$ cat config.mk
export PLATFORM = sky130hd
export DESIGN_NAME = demux_scan_driver
export DESIGN_NICKNAME = d
export VERILOG_FILES = /design/src/rtl/demux_scan_driver.sv
export SDC_FILE = /design/constraint.sdc
export NUM_CORES = 1
export LEC_CHECK = 0
export BUFFER_PORTS_ARGS = -buffer_cell sky130_fd_sc_hd__buf_2
export CAP_MARGIN = 25
export CORE_MARGIN = 2
export CORE_UTILIZATION = 50
export CTS_CLUSTER_SIZE = 20
export DETAILED_ROUTE_END_ITERATION = 6
export PLACE_DENSITY = 0.72
export SLEW_MARGIN = 5
export SYNTH_ARGS = -nofsm -noshare
export SYNTH_HDL_FRONTEND = slang
export SYNTH_SLANG_ARGS = --single-unit
$ cat constraint.sdc
create_clock -name clock -period 5.9 [get_ports clock]
set_clock_uncertainty 0.1 [all_clocks]
set_input_delay 1.18 -clock clock [delete_from_list [all_inputs] [get_ports clock]]
set_output_delay 1.18 -clock clock [all_outputs]
set_load 0.005 [all_outputs]
$ cat src/rtl/demux_scan_driver.sv
// rtl/demux_scan_driver.sv - buffers a 16-bit word and scans it onto a 1-to-16 demux select/data pair
module demux_scan_driver #(
    parameter int DWELL = 1,
    parameter int DW_W  = 4
) (
    input  logic        clock,
    input  logic        reset,
    input  logic [15:0] word,
    input  logic        dav,
    output logic        rfd,
    output logic        x0,
    output logic [3:0]  b3_b0,
    output logic        busy,
    output logic        done
);

    // A dwell of zero would give no visible channel, so it behaves as one cycle.
    localparam int              DW_EFF   = (DWELL < 1) ? 1 : DWELL;
    localparam logic [DW_W-1:0] CNT_LOAD = DW_W'(DW_EFF - 1);
    localparam logic [DW_W-1:0] CNT_ONE  = DW_W'(1);

    localparam logic [1:0] ST_IDLE = 2'd0;
    localparam logic [1:0] ST_SCAN = 2'd1;
    localparam logic [1:0] ST_END  = 2'd2;

    logic [1:0]      state;
    logic [15:0]     data_buf;
    logic [DW_W-1:0] cnt;
    logic [3:0]      next_sel;

    // Channel that follows the one currently presented; only used before channel 15.
    always_comb begin
        next_sel = b3_b0 + 4'd1;
    end

    // Handshake, scan sequencing and all registered outputs; x0 and b3_b0 always move together.
    always_ff @(posedge clock or posedge reset) begin
        if (reset) begin
            state    <= ST_IDLE;
            rfd      <= 1'b1;
            x0       <= 1'b0;
            b3_b0    <= 4'd0;
            busy     <= 1'b0;
            done     <= 1'b0;
            data_buf <= 16'd0;
            cnt      <= '0;
        end else begin
            case (state)
                ST_IDLE: begin
                    if (dav) begin
                        data_buf <= word;
                        b3_b0    <= 4'd0;
                        x0       <= word[0];
                        cnt      <= CNT_LOAD;
                        rfd      <= 1'b0;
                        busy     <= 1'b1;
                        state    <= ST_SCAN;
                    end
                end
                ST_SCAN: begin
                    if (cnt != '0) begin
                        cnt <= cnt - CNT_ONE;
                    end else if (b3_b0 != 4'd15) begin
                        b3_b0 <= next_sel;
                        x0    <= data_buf[next_sel];
                        cnt   <= CNT_LOAD;
                    end else begin
                        x0    <= 1'b0;
                        b3_b0 <= 4'd0;
                        busy  <= 1'b0;
                        done  <= 1'b1;
                        state <= ST_END;
                    end
                end
                ST_END: begin
                    done <= 1'b0;
                    // A dav still held from the last accept must drop before another word is taken.
                    if (!dav) begin
                        rfd   <= 1'b1;
                        state <= ST_IDLE;
                    end
                end
                default: begin
                    rfd   <= 1'b1;
                    x0    <= 1'b0;
                    b3_b0 <= 4'd0;
                    busy  <= 1'b0;
                    done  <= 1'b0;
                    state <= ST_IDLE;
                end
            endcase
        end
    end

endmodule

==> results of run 1 <==
## through the flow
stage	power (mW)	setup WS, ps	cells
6_report	0.6913	3584	210
3_3_place_gp	0.5584	3396	201
3_5_place_dp	0.5699	3365	202
5_1_grt	0.7380	3507	210
4_1_cts	0.6979	3584	210
2_1_floorplan	0.5126	3715	150
## routing by layer
| metal | vias up | part of all wire | routed length (um) |
|---|---|---|---|
| li1 | 566 | - | - |
| met5 | - | 0 | 0 |
| met4 | 0 | 0.017 | 48 |
| met3 | 8 | 0.055 | 153 |
| met2 | 36 | 0.47 | 1322 |
| met1 | 534 | 0.45 | 1266 |
## flip-flops by register name, summed over array words and instances (netlist names)
| name | count |
|---|---|
| busy | 1 |
| state | 2 |
| done | 1 |
| data_buf | 16 |
| cnt | 4 |
| rfd | 1 |
| b3_b0 | 4 |
| x0 | 1 |
## kinds of logic (layout without fill, tap and decap cells)
| logic type | count (synthesis) | count (layout) | share of synthesized area |
|---|---|---|---|
| buf+inv | 12 | 41 | 0.03757 |
| fa+ha+maj | 3 | 3 | 0.02562 |
| flops | 30 | 30 | 0.5132 |
| xor+xnor | 2 | 2 | 0.01196 |
| simple gates | 76 | 76 | 0.2263 |
| mux | 8 | 8 | 0.1008 |
| compound gates | 19 | 19 | 0.08454 |
## layout by cell type, fill, tap and decap left out, types with 3 or more instances in the layout
cell type   n
buf_2      26
clkbuf_4    5
dfrtp_1    29
ha_1        3
inv_1       5
mux4_1      4
nand2_1    52
nand3_1     5
nor2_1      7
nor3b_1     3
o21ai_0     4
o22ai_1     4
## cell type report
| class | instances | area (um2) |
|---|---|---|
| clock inverter | 1 | 5.005 |
| clock buffer | 7 | 55.05 |
| multi-input combinational | 108 | 658.1 |
| inverter | 5 | 18.77 |
| timing repair buffer | 28 | 152.6 |
| tap | 31 | 38.79 |
| sequential | 30 | 752.0 |
| fill | 232 | 1101 |
## cell usage after synthesis, types with 2 or more instances
| cell | number |
|---|---|
| o31ai_1 | 2 |
| nor2_1 | 7 |
| nor3b_1 | 3 |
| clkbuf_1 | 4 |
| a21oi_1 | 2 |
| dfrtp_1 | 29 |
| nand2b_1 | 2 |
| o22ai_1 | 4 |
| mux2i_1 | 2 |
| mux4_1 | 4 |
| a31oi_1 | 2 |
| buf_2 | 2 |
| or2_2 | 2 |
| nand2_1 | 52 |
| o21ai_0 | 4 |
| ha_1 | 3 |
| inv_1 | 5 |
| nand3_1 | 5 |
| mux2_2 | 2 |
## how the worst max path moves through the flow
stage          cells after the start      from  slack, ps  endpoint
2_1_floorplan                      5       dav       3720    cnt[2]
5_1_grt                            5  b3_b0[0]       3510        x0
3_3_place_gp                       5       dav       3400  b3_b0[0]
6_report                           5  b3_b0[0]       3580        x0
3_5_place_dp                       5       dav       3360  b3_b0[0]
4_1_cts                            5  b3_b0[0]       3580        x0
## power by group through the flow
| stage | clock network (mW) | registers [mW] | logic, mW |
|---|---|---|---|
| floorplan | 0 | 0.298 | 0.215 |
| global placement | 0 | 0.302 | 0.256 |
| detailed placement | 0 | 0.305 | 0.265 |
| CTS | 0.131 | 0.301 | 0.266 |
| global route | 0.137 | 0.309 | 0.292 |
| finish | 0.126 | 0.302 | 0.263 |
## critical path, cell delays in order (launching register included)
cell,delay (ps)
dfrtp_1,490
ha_1,460
mux4_1,590
mux2_2,280
a32oi_1,200
a31oi_1,100
==> tab_implementation.tex, run 1 <==
\begin{tabular}{lr}
\hline
Metric & Value \\
\hline
\multicolumn{2}{l}{\textbf{Global routing}} \\
Global-route wire length before repair & 4726 um \\
Met1 Use GR & 0.2353 \\
GRT met2 Usage & 0.3052 \\
GRT met3 Usage & 0.06027 \\
Initial antenna violation count & 0 \\
Global-route congestion overflow total & 0 \\
Total global-route track usage & 0.1864 \\
Vias in the first global route & 1,075 \\
Pin count of the biggest net entering global routing & 23 \\
Global-route layer with the greatest usage & met2 \\
\multicolumn{2}{l}{\textbf{Critical path}} \\
Category of the worst setup path launch point & flip-flop \\
Required time at the worst-slack endpoint & 6020 ps \\
Critical path data arrival time & 2430 ps \\
Setup slack of the most critical reg-to-reg path & 3580 ps \\
Kind of critical path & reg -> reg \\
CP endpoint kind & flip-flop \\
Endpoint of the worst-slack reg-to-reg timing path & x0 \\
Crit path max fanout & 9 \\
R2R depth & 5 \\
Startpoint of the most critical register-to-register path & b3\_b0[0] \\
\multicolumn{2}{l}{\textbf{Pwr}} \\
Static power due to leakage & 0.8859 nW \\
Part of the power in the clock network & 0.182 \\
Worst vdd rail ir drop & 308.4 uV \\
Net switching share of the total power & 0.3325 \\
Int Pwr & 461.4 uW \\
Power density normalized to cell area & 411.4 nW/um2 \\
Proportion of power drawn by combinational gates & 0.381 \\
Sequential share of power & 0.437 \\
Net load switching power & 229.9 uW \\
\multicolumn{2}{l}{\textbf{Logic synthesis}} \\
Synth Cell Area & 1465 um2 \\
Number of instances in the synthesized netlist & 150 \\
Count of different cell masters after synthesis & 33 \\
Top cells by area, synth & dfrtp\_1 (50\%), nand2\_1 (13\%), mux4\_1 (7.2\%) \\
Fraction of registers with async set or reset after synthesis & 1.000 \\
Area share of the largest cell type after synthesis & 0.4953 \\
Number of storage elements in the synthesis netlist & 30 \\
Number of enable-type register cells in the synthesized netlist & 0 \\
Number of nets in the synthesized netlist & 172 \\
Mean cell area of the mapped netlist & 9.768 um2 \\
Synth area leader & dfrtp\_1 \\
Total of warnings raised by yosys & 0 \\
Share of synthesized area occupied by flip-flops and latches & 0.5132 \\
Primary flip-flop cell chosen by synthesis mapping & dfrtp\_1 \\
\multicolumn{2}{l}{\textbf{Job}} \\
Number of max-capacitance violations reported & 0 \\
\multicolumn{2}{l}{\textbf{Worst hold path}} \\
Path class of the lowest-slack min-delay path & reg -> reg \\
Hold wc startpoint & data\_buf[4] \\
Worst hold endpoint & data\_buf[4] \\
Worst Hold Path Cells & 2 \\
\multicolumn{2}{l}{\textbf{Final layout}} \\
Layout cell share with drive strength beyond 1 & 0.2291 \\
Final nets & 200 \\
Signed area change from the synthesized netlist to the final layout & 14.69\% \\
\# diodes & 0 \\
Share of the core filled with cells in the final layout & 0.6041 \\
Post-Layout Inst Area & 1680 um2 \\
\multicolumn{2}{l}{\textbf{Routing}} \\
Total Wirelength & 2791 um \\
Number of routed nets with antenna violations & 0 \\
Via/cell ratio & 5.448 \\
DRT Pass-1 Iters & 4 \\
Total via count in the routed design & 1,144 \\
WL per Instance & 13.29 um \\
Initial DRC count & 55 \\
DRC Markers & 0 \\
\multicolumn{2}{l}{\textbf{Clocking}} \\
Count of hold buffers inserted by post-cts repair & 0 \\
Insertion delay to the later sink of the worst-skew pair & 330 ps \\
Buffer levels on the longest clock path & 2 \\
Number of buffers added by the clock tree synthesis step & 5 \\
Clock sink count & 30 \\
Post-CTS Setup Bufs & 0 \\
Total number of H-tree levels & 2 \\
TritonCTS clock tree & yes \\
Clock Root Buffer & clkbuf\_4 \\
Number of gates resized after CTS & 0 \\
CTS clk-pin slew, worst paths & 90 ps \\
\multicolumn{2}{l}{\textbf{Timing}} \\
Final Hold Violating Endpoints & 0 \\
Upper clock frequency limit & 431.8 MHz \\
Portion of the clock cycle consumed by the worst path in the final layout & 0.3925 \\
RSZ-0062 raised after global routing & false \\
Max-slew violations & 0 \\
Number of setup violations in the final report & 0 \\
Setup TNS & 0 ps \\
Slew at the pin closest to its max-slew limit & 578.8 ps \\
Max\_slew headroom & 0.6137 \\
Smallest hold slack & 379.6 ps \\
Final period demand of the worst path & 2316 ps \\
\multicolumn{2}{l}{\textbf{Floorplanning}} \\
Die width & 58.13 um \\
Placement row count & 19 \\
Initial standard-cell utilization of the core & 0.5268 \\
Die ar. & 3379 um2 \\
Die height & 58.13 um \\
Total core area & 2781 um2 \\
I/O pin count & 27 \\
\multicolumn{2}{l}{\textbf{Placed design}} \\
Final GP Congestion & 0.7913 \\
IO Port Bufs & 26 \\
Placed cell areas & 1620 um2 \\
Dpl hpwl & 1995 um \\
\multicolumn{2}{l}{\textbf{Run status}} \\
Outcome & finished, final reports clean \\
\hline
\end{tabular}
Note: power is estimated with default switching activity, not from simulation.
==> inputs of run 2 (changes only) <==
clock period = 2.15 ns   (was 5.9 ns; I/O delays follow)
==> run 2 against run 1 <==
  * Global-route usage is 1.1 points higher
  * Combinational power grew to 3.2 times the previous value
  * Largest cell class unchanged
  * Sequential power grew to 2.7 times the previous value
  * Sequential cell count is the same
  * Via count increased by 0.17%
==> tab_implementation.tex, run 2 (same netlist as run 1, synthesis figures left out) <==
\begin{tabular}{lr}
\hline
Metric & Value \\
\hline
\multicolumn{2}{l}{\textbf{Routing}} \\
DRC Markers & 0 (unchanged) \\
Total Wirelength & 2805 um (was 2791 um) \\
WL per Instance & 12.99 um (was 13.29 um) \\
DRT Pass-1 Iters & 4 (unchanged) \\
Number of routed nets with antenna violations & 0 (unchanged) \\
Via/cell ratio & 5.306 (was 5.448) \\
Total via count in the routed design & 1,146 (was 1,144) \\
Initial DRC count & 43 (was 55) \\
\multicolumn{2}{l}{\textbf{Job}} \\
Number of max-capacitance violations reported & 0 (unchanged) \\
\multicolumn{2}{l}{\textbf{Pwr}} \\
Part of the power in the clock network & 0.157 (was 0.182) \\
Net load switching power & 634.5 uW (was 229.9 uW) \\
Worst vdd rail ir drop & 764.7 uV (was 308.4 uV) \\
Total power of the final layout & 1.955 mW (was 691.3 uW) \\
Proportion of power drawn by combinational gates & 0.425 (was 0.381) \\
Power density normalized to cell area & 1137 nW/um2 (was 411.4 nW/um2) \\
Int Pwr & 1.321 mW (was 461.4 uW) \\
Sequential share of power & 0.418 (was 0.437) \\
Static power due to leakage & 0.9017 nW (was 0.8859 nW) \\
Net switching share of the total power & 0.3245 (was 0.3325) \\
\multicolumn{2}{l}{\textbf{Timing}} \\
Post-route worst setup slack & 128.3 ps (was 3584 ps) \\
Max-slew violations & 0 (unchanged) \\
Final Hold Violating Endpoints & 0 (unchanged) \\
Setup TNS & 0 ps (unchanged) \\
Max\_slew headroom & 0.7547 (was 0.6137) \\
Slew at the pin closest to its max-slew limit & 368.0 ps (was 578.8 ps) \\
Final period demand of the worst path & 2022 ps (was 2316 ps) \\
Upper clock frequency limit & 494.6 MHz (was 431.8 MHz) \\
RSZ-0062 raised after global routing & false (unchanged) \\
Number of setup violations in the final report & 0 (unchanged) \\
Portion of the clock cycle consumed by the worst path in the final layout & 0.9403 (was 0.3925) \\
\multicolumn{2}{l}{\textbf{Clocking}} \\
CTS clk-pin slew, worst paths & 90 ps (about the same) \\
Clock sink count & 30 (unchanged) \\
Clock Root Buffer & clkbuf\_4 (unchanged) \\
Number of buffers added by the clock tree synthesis step & 5 (unchanged) \\
Insertion delay to the later sink of the worst-skew pair & 320 ps (was 330 ps) \\
Count of hold buffers inserted by post-cts repair & 0 (unchanged) \\
Total number of H-tree levels & 2 (unchanged) \\
Buffer levels on the longest clock path & 2 (unchanged) \\
TritonCTS clock tree & yes (unchanged) \\
\multicolumn{2}{l}{\textbf{Floorplanning}} \\
Placement row count & 19 (unchanged) \\
Die ar. & 3379 um2 (unchanged) \\
Die width & 58.13 um (unchanged) \\
Die height & 58.13 um (unchanged) \\
Total core area & 2781 um2 (unchanged) \\
I/O pin count & 27 (unchanged) \\
Initial standard-cell utilization of the core & 0.5268 (unchanged) \\
\multicolumn{2}{l}{\textbf{Global routing}} \\
Initial antenna violation count & 0 (unchanged) \\
Total global-route track usage & 0.1973 (was 0.1864) \\
Global-route congestion overflow total & 0 (unchanged) \\
Pin count of the biggest net entering global routing & 31 (was 23) \\
Global-route wire length before repair & 4899 um (was 4726 um) \\
Vias in the first global route & 1,118 (was 1,075) \\
\multicolumn{2}{l}{\textbf{Final layout}} \\
Flip-flop count of the largest register after layout & 16 (unchanged) \\
Register with the highest flop count & data\_buf (unchanged) \\
Layout cell share with drive strength beyond 1 & 0.2541 (was 0.2291) \\
Most common cell after layout, fill and taps aside & nand2\_1 (unchanged) \\
Post-Layout Inst Area & 1720 um2 (was 1680 um2) \\
Share of the core filled with cells in the final layout & 0.6185 (was 0.6041) \\
Signed area change from the synthesized netlist to the final layout & 17.42\% (was 14.69\%) \\
Highest-count cells in the layout ignoring fill and taps & nand2\_1 (52), dfrtp\_1 (28), buf\_2 (26) (was nand2\_1 (52), dfrtp\_1 (29), buf\_2 (26)) \\
Registers with the most flip-flops & data\_buf (16), b3\_b0 (4), cnt (4) (unchanged) \\
Number of fill cells in the layout & 248 (was 232) \\
Final nets & 206 (was 200) \\
\# diodes & 0 (unchanged) \\
\multicolumn{2}{l}{\textbf{Critical path}} \\
R2R depth & 5 (unchanged) \\
Setup slack of the most critical reg-to-reg path & 130 ps (was 3580 ps) \\
CP Launch Point & b3\_b0[0] (unchanged) \\
Critical path data arrival time & 2120 ps (was 2430 ps) \\
Startpoint of the most critical register-to-register path & b3\_b0[0] (unchanged) \\
Endpoint of the worst-slack reg-to-reg timing path & x0 (unchanged) \\
Required time at the worst-slack endpoint & 2250 ps (was 6020 ps) \\
Crit path max fanout & 3 (was 9) \\
Category of the worst setup path launch point & flip-flop (unchanged) \\
Kind of critical path & reg -> reg (unchanged) \\
CP endpoint kind & flip-flop (unchanged) \\
\multicolumn{2}{l}{\textbf{Worst hold path}} \\
Path class of the lowest-slack min-delay path & in -> async (was reg -> reg) \\
\multicolumn{2}{l}{\textbf{Run status}} \\
Outcome & finished, final reports clean (unchanged) \\
\multicolumn{2}{l}{\textbf{Placed design}} \\
Dpl hpwl & 2035 um (was 1995 um) \\
Post-place setup slack & 81.74 ps (was 3365 ps) \\
Placed cell areas & 1659 um2 (was 1620 um2) \\
IO Port Bufs & 26 (unchanged) \\
Final GP Congestion & 0.8226 (was 0.7913) \\
\hline
\end{tabular}
[run 2: cell count changes in the layout (fill, tap and decap cells not counted), sizes merged]
cell	before	now
buf	28	34
clkbuf	7	8
clkinv	1	0
[run 2: worst max path at each step]
stage	to	slack [ps]	cells after the start
after floorplan	x0	20	6
after global placement	x0	110	5
after detailed placement	x0	80	5
after CTS	x0	50	5
after global routing	x0	20	5
final	x0	130	5
[run 2: cell type report]
cell class	count	area, um2	share of cell area
well taps	31	38.79	0.02255
clock buffers	8	48.80	0.02836
multi-input cells	108	670.6	0.3898
inverters	5	18.77	0.01091
repair buffers	34	190.2	0.1105
flip-flops and latches	30	753.2	0.4378
[run 2: metal layers]
metal  global-route usage  vias to the layer above  part of all wire
li1                     -                      577                 -
met2               0.2955                       31              0.47
met5                    0                        -                 0
met4               0.1329                        0             0.027
met1               0.2500                      531              0.46
met3              0.05357                        7             0.046
[run 2: repair_timing]
item                                    in CTS  in global routing
endpoints found under the setup margin       0                  1
resized for setup                            0                  1
setup buffers                                0                  0
[run 2: per-stage QoR]
stage,hold slack [ps],std cells
2_1_floorplan,337.3,150
3_3_place_gp,354.3,208
3_5_place_dp,360.6,208
4_1_cts,54.56,216
5_1_grt,97.63,216
6_report,59.25,216
[run 2: worst max-delay path, cell delays in order (launching register included)]
cell and delay, ps:
dfrtp_2 440, ha_4 280, mux4_1 530, mux2_2 270, a32oi_1 180, a31oi_1 100
[run 2: power groups by stage]
stage                     clock network, mW  logic (mW)  registers [mW]
after floorplan                           0       0.590           0.819
after global routing                  0.347       0.934           0.836
after detailed placement                  0       0.816           0.820
final                                 0.307       0.831           0.817
after global placement                    0       0.794           0.811
after CTS                             0.325       0.821           0.808
==> inputs of run 3 (changes only) <==
CORE_ASPECT_RATIO = 0.9   (was not set)
==> run 3 against run 2 <==
  * Fmax down 1.7%
  * Total power up 3.5%
  * Setup slack worse by 34 ps
  * Utilization up 0.79 points
  * Clock power up 14%
  * Critical path type unchanged
  * Highest routed layer unchanged
==> tab_implementation.tex, run 3 (same netlist as run 1, synthesis figures left out) <==
\begin{tabular}{lr}
\hline
Metric & Value \\
\hline
\multicolumn{2}{l}{\textbf{Timing}} \\
RSZ-0062 raised after global routing & false (unchanged) \\
Portion of the clock cycle consumed by the worst path in the final layout & 0.9563 (was 0.9403) \\
Final period demand of the worst path & 2056 ps (was 2022 ps) \\
Upper clock frequency limit & 486.4 MHz (was 494.6 MHz) \\
Max\_slew headroom & 0.6664 (was 0.7547) \\
Final Hold Violating Endpoints & 0 (unchanged) \\
Max-slew violations & 0 (unchanged) \\
Post-route worst setup slack & 94.04 ps (was 128.3 ps) \\
Number of setup violations in the final report & 0 (unchanged) \\
Setup TNS & 0 ps (unchanged) \\
Slew at the pin closest to its max-slew limit & 498.6 ps (was 368.0 ps) \\
\multicolumn{2}{l}{\textbf{Critical path}} \\
Slowest stage delay, CP & 550 ps (was 530 ps) \\
Category of the worst setup path launch point & flip-flop (unchanged) \\
CP endpoint kind & flip-flop (unchanged) \\
Kind of critical path & reg -> reg (unchanged) \\
Critical path data arrival time & 2180 ps (was 2120 ps) \\
Crit path max fanout & 3 (unchanged) \\
Required time at the worst-slack endpoint & 2270 ps (was 2250 ps) \\
Crit-path cells & ha\_4 -> mux4\_1 -> mux2\_2 -> a32oi\_1 -> a31oi\_1 (unchanged) \\
Highest-delay cell along the critical path & mux4\_1 (unchanged) \\
\multicolumn{2}{l}{\textbf{Clocking}} \\
Clock Root Buffer & clkbuf\_4 (unchanged) \\
Count of hold buffers inserted by post-cts repair & 0 (unchanged) \\
Total number of H-tree levels & 2 (unchanged) \\
TritonCTS clock tree & yes (unchanged) \\
Number of buffers added by the clock tree synthesis step & 5 (unchanged) \\
Buffer levels on the longest clock path & 2 (unchanged) \\
Insertion delay to the later sink of the worst-skew pair & 330 ps (was 320 ps) \\
Number of gates resized after CTS & 0 (unchanged) \\
CTS clk-pin slew, worst paths & 100 ps (was 90 ps) \\
Post-CTS Setup Bufs & 0 (unchanged) \\
Clock sink count & 30 (unchanged) \\
\multicolumn{2}{l}{\textbf{Final layout}} \\
\# diodes & 0 (unchanged) \\
Fin cells & 224 (was 216) \\
Highest-count cells in the layout ignoring fill and taps & nand2\_1 (52), dfrtp\_1 (28), buf\_2 (26) (unchanged) \\
Layout cell share with drive strength beyond 1 & 0.2609 (was 0.2541) \\
Register with the highest flop count & data\_buf (unchanged) \\
Most common cell after layout, fill and taps aside & nand2\_1 (unchanged) \\
Post-Layout Inst Area & 1735 um2 (was 1720 um2) \\
Final nets & 205 (was 206) \\
Signed area change from the synthesized netlist to the final layout & 18.45\% (was 17.42\%) \\
Flip-flop count of the largest register after layout & 16 (unchanged) \\
Registers with the most flip-flops & data\_buf (16), b3\_b0 (4), cnt (4) (unchanged) \\
\multicolumn{2}{l}{\textbf{Global routing}} \\
Total global-route track usage & 0.2103 (was 0.1973) \\
Pin count of the biggest net entering global routing & 31 (unchanged) \\
GRT met3 Usage & 0.07260 (was 0.05357) \\
Global-route congestion overflow total & 0 (unchanged) \\
GRT met2 Usage & 0.2979 (was 0.2955) \\
Global-route wire length before repair & 5257 um (was 4899 um) \\
Initial antenna violation count & 0 (unchanged) \\
Met1 Use GR & 0.2981 (was 0.2500) \\
Global-route layer with the greatest usage & met1 (was met2) \\
Vias in the first global route & 1,140 (was 1,118) \\
\multicolumn{2}{l}{\textbf{Routing}} \\
DRT Pass-1 Iters & 4 (unchanged) \\
Total via count in the routed design & 1,189 (was 1,146) \\
Number of routed nets with antenna violations & 0 (unchanged) \\
WL per Instance & 13.71 um (was 12.99 um) \\
DRC Markers & 0 (unchanged) \\
Initial DRC count & 32 (was 43) \\
Via/cell ratio & 5.308 (was 5.306) \\
Total Wirelength & 3072 um (was 2805 um) \\
\multicolumn{2}{l}{\textbf{Floorplanning}} \\
Placement row count & 18 (was 19) \\
Die width & 61.06 um (was 58.13 um) \\
Die height & 55.36 um (was 58.13 um) \\
Initial standard-cell utilization of the core & 0.5289 (was 0.5268) \\
Total core area & 2770 um2 (was 2781 um2) \\
Die ar. & 3380 um2 (was 3379 um2) \\
I/O pin count & 27 (unchanged) \\
\multicolumn{2}{l}{\textbf{Placed design}} \\
Post-place setup slack & 49.78 ps (was 81.74 ps) \\
Final GP Congestion & 0.9536 (was 0.8226) \\
IO Port Bufs & 26 (unchanged) \\
Placed cell areas & 1663 um2 (was 1659 um2) \\
Dpl hpwl & 2285 um (was 2035 um) \\
Placed cell count & 216 (was 208) \\
\multicolumn{2}{l}{\textbf{Worst hold path}} \\
Path class of the lowest-slack min-delay path & in -> async (unchanged) \\
\multicolumn{2}{l}{\textbf{Pwr}} \\
Static power due to leakage & 0.9060 nW (was 0.9017 nW) \\
Worst vdd rail ir drop & 505.9 uV (was 764.7 uV) \\
Power density normalized to cell area & 1166 nW/um2 (was 1137 nW/um2) \\
\multicolumn{2}{l}{\textbf{Job}} \\
Number of max-capacitance violations reported & 0 (unchanged) \\
\multicolumn{2}{l}{\textbf{Run status}} \\
Outcome & finished, final reports clean (unchanged) \\
\hline
\end{tabular}
==> run 3: cell count changes in the layout (fill, tap and decap cells not counted) <==
cell / previous run / this run
clkbuf_8: 0 / 1
buf_4: 8 / 7
clkinv_2: 0 / 1
clkbuf_1: 3 / 1
==> run 3: worst paths after layout <==
| path | start | to | slack, ps | depth (start not counted) |
|---|---|---|---|---|
| setup / recovery | b3_b0[0] | x0 | 90 | 5 |
| hold / removal | reset | cnt[2] | 50 | 3 |
| setup reg to reg | b3_b0[0] | x0 | 90 | 5 |
| hold reg to reg | data_buf[11] | data_buf[11] | 370 | 2 |
| max in group asynchronous | reset | rfd | 1580 | 3 |
| min in group clock | word[11] | data_buf[11] | 190 | 3 |
==> run 3: report_power, final <==
part | total, mW | switching [mW] | internal [mW]
sequential | 0.822 | 0.111 | 0.711
combinational | 0.852 | 0.378 | 0.474
clock | 0.350 | 0.192 | 0.158
total | 2.02 | 0.681 | 1.34
==> run 3: through the flow <==
stage / power (mW) / utilization / hold slack [ps]
after detailed placement: 1.649 / 0.6003 / 355.6
after floorplan: 1.409 / - / 337.3
after global placement: 1.600 / 0.6003 / 353.5
after global routing: 2.174 / 0.6265 / 82.50
final: 2.024 / 0.6265 / 53.43
after CTS: 1.998 / 0.6220 / 67.06
==> run 3: critical path, delay by kind of cell (launching register included) <==
family	cells	cell delay [ps]
AOI/OAI and AO/OA	2	290
adders and majority gates	1	280
DFF	1	440
muxes	2	830
==> run 3: per-layer routing <==
metal	share of wire	wire, um
met1	0.44	1355
met2	0.48	1486
met3	0.055	170
met4	0.020	61
met5	0	0
==> run 3: cell type report <==
cell class	instances	area [um2]
clock buffer	7	55.05
clock inverter	1	5.005
fill	241	1035
inverter	5	18.77
multi-input combinational	108	670.6
sequential	30	753.2
tap	40	50.05
timing repair buffer	33	182.7
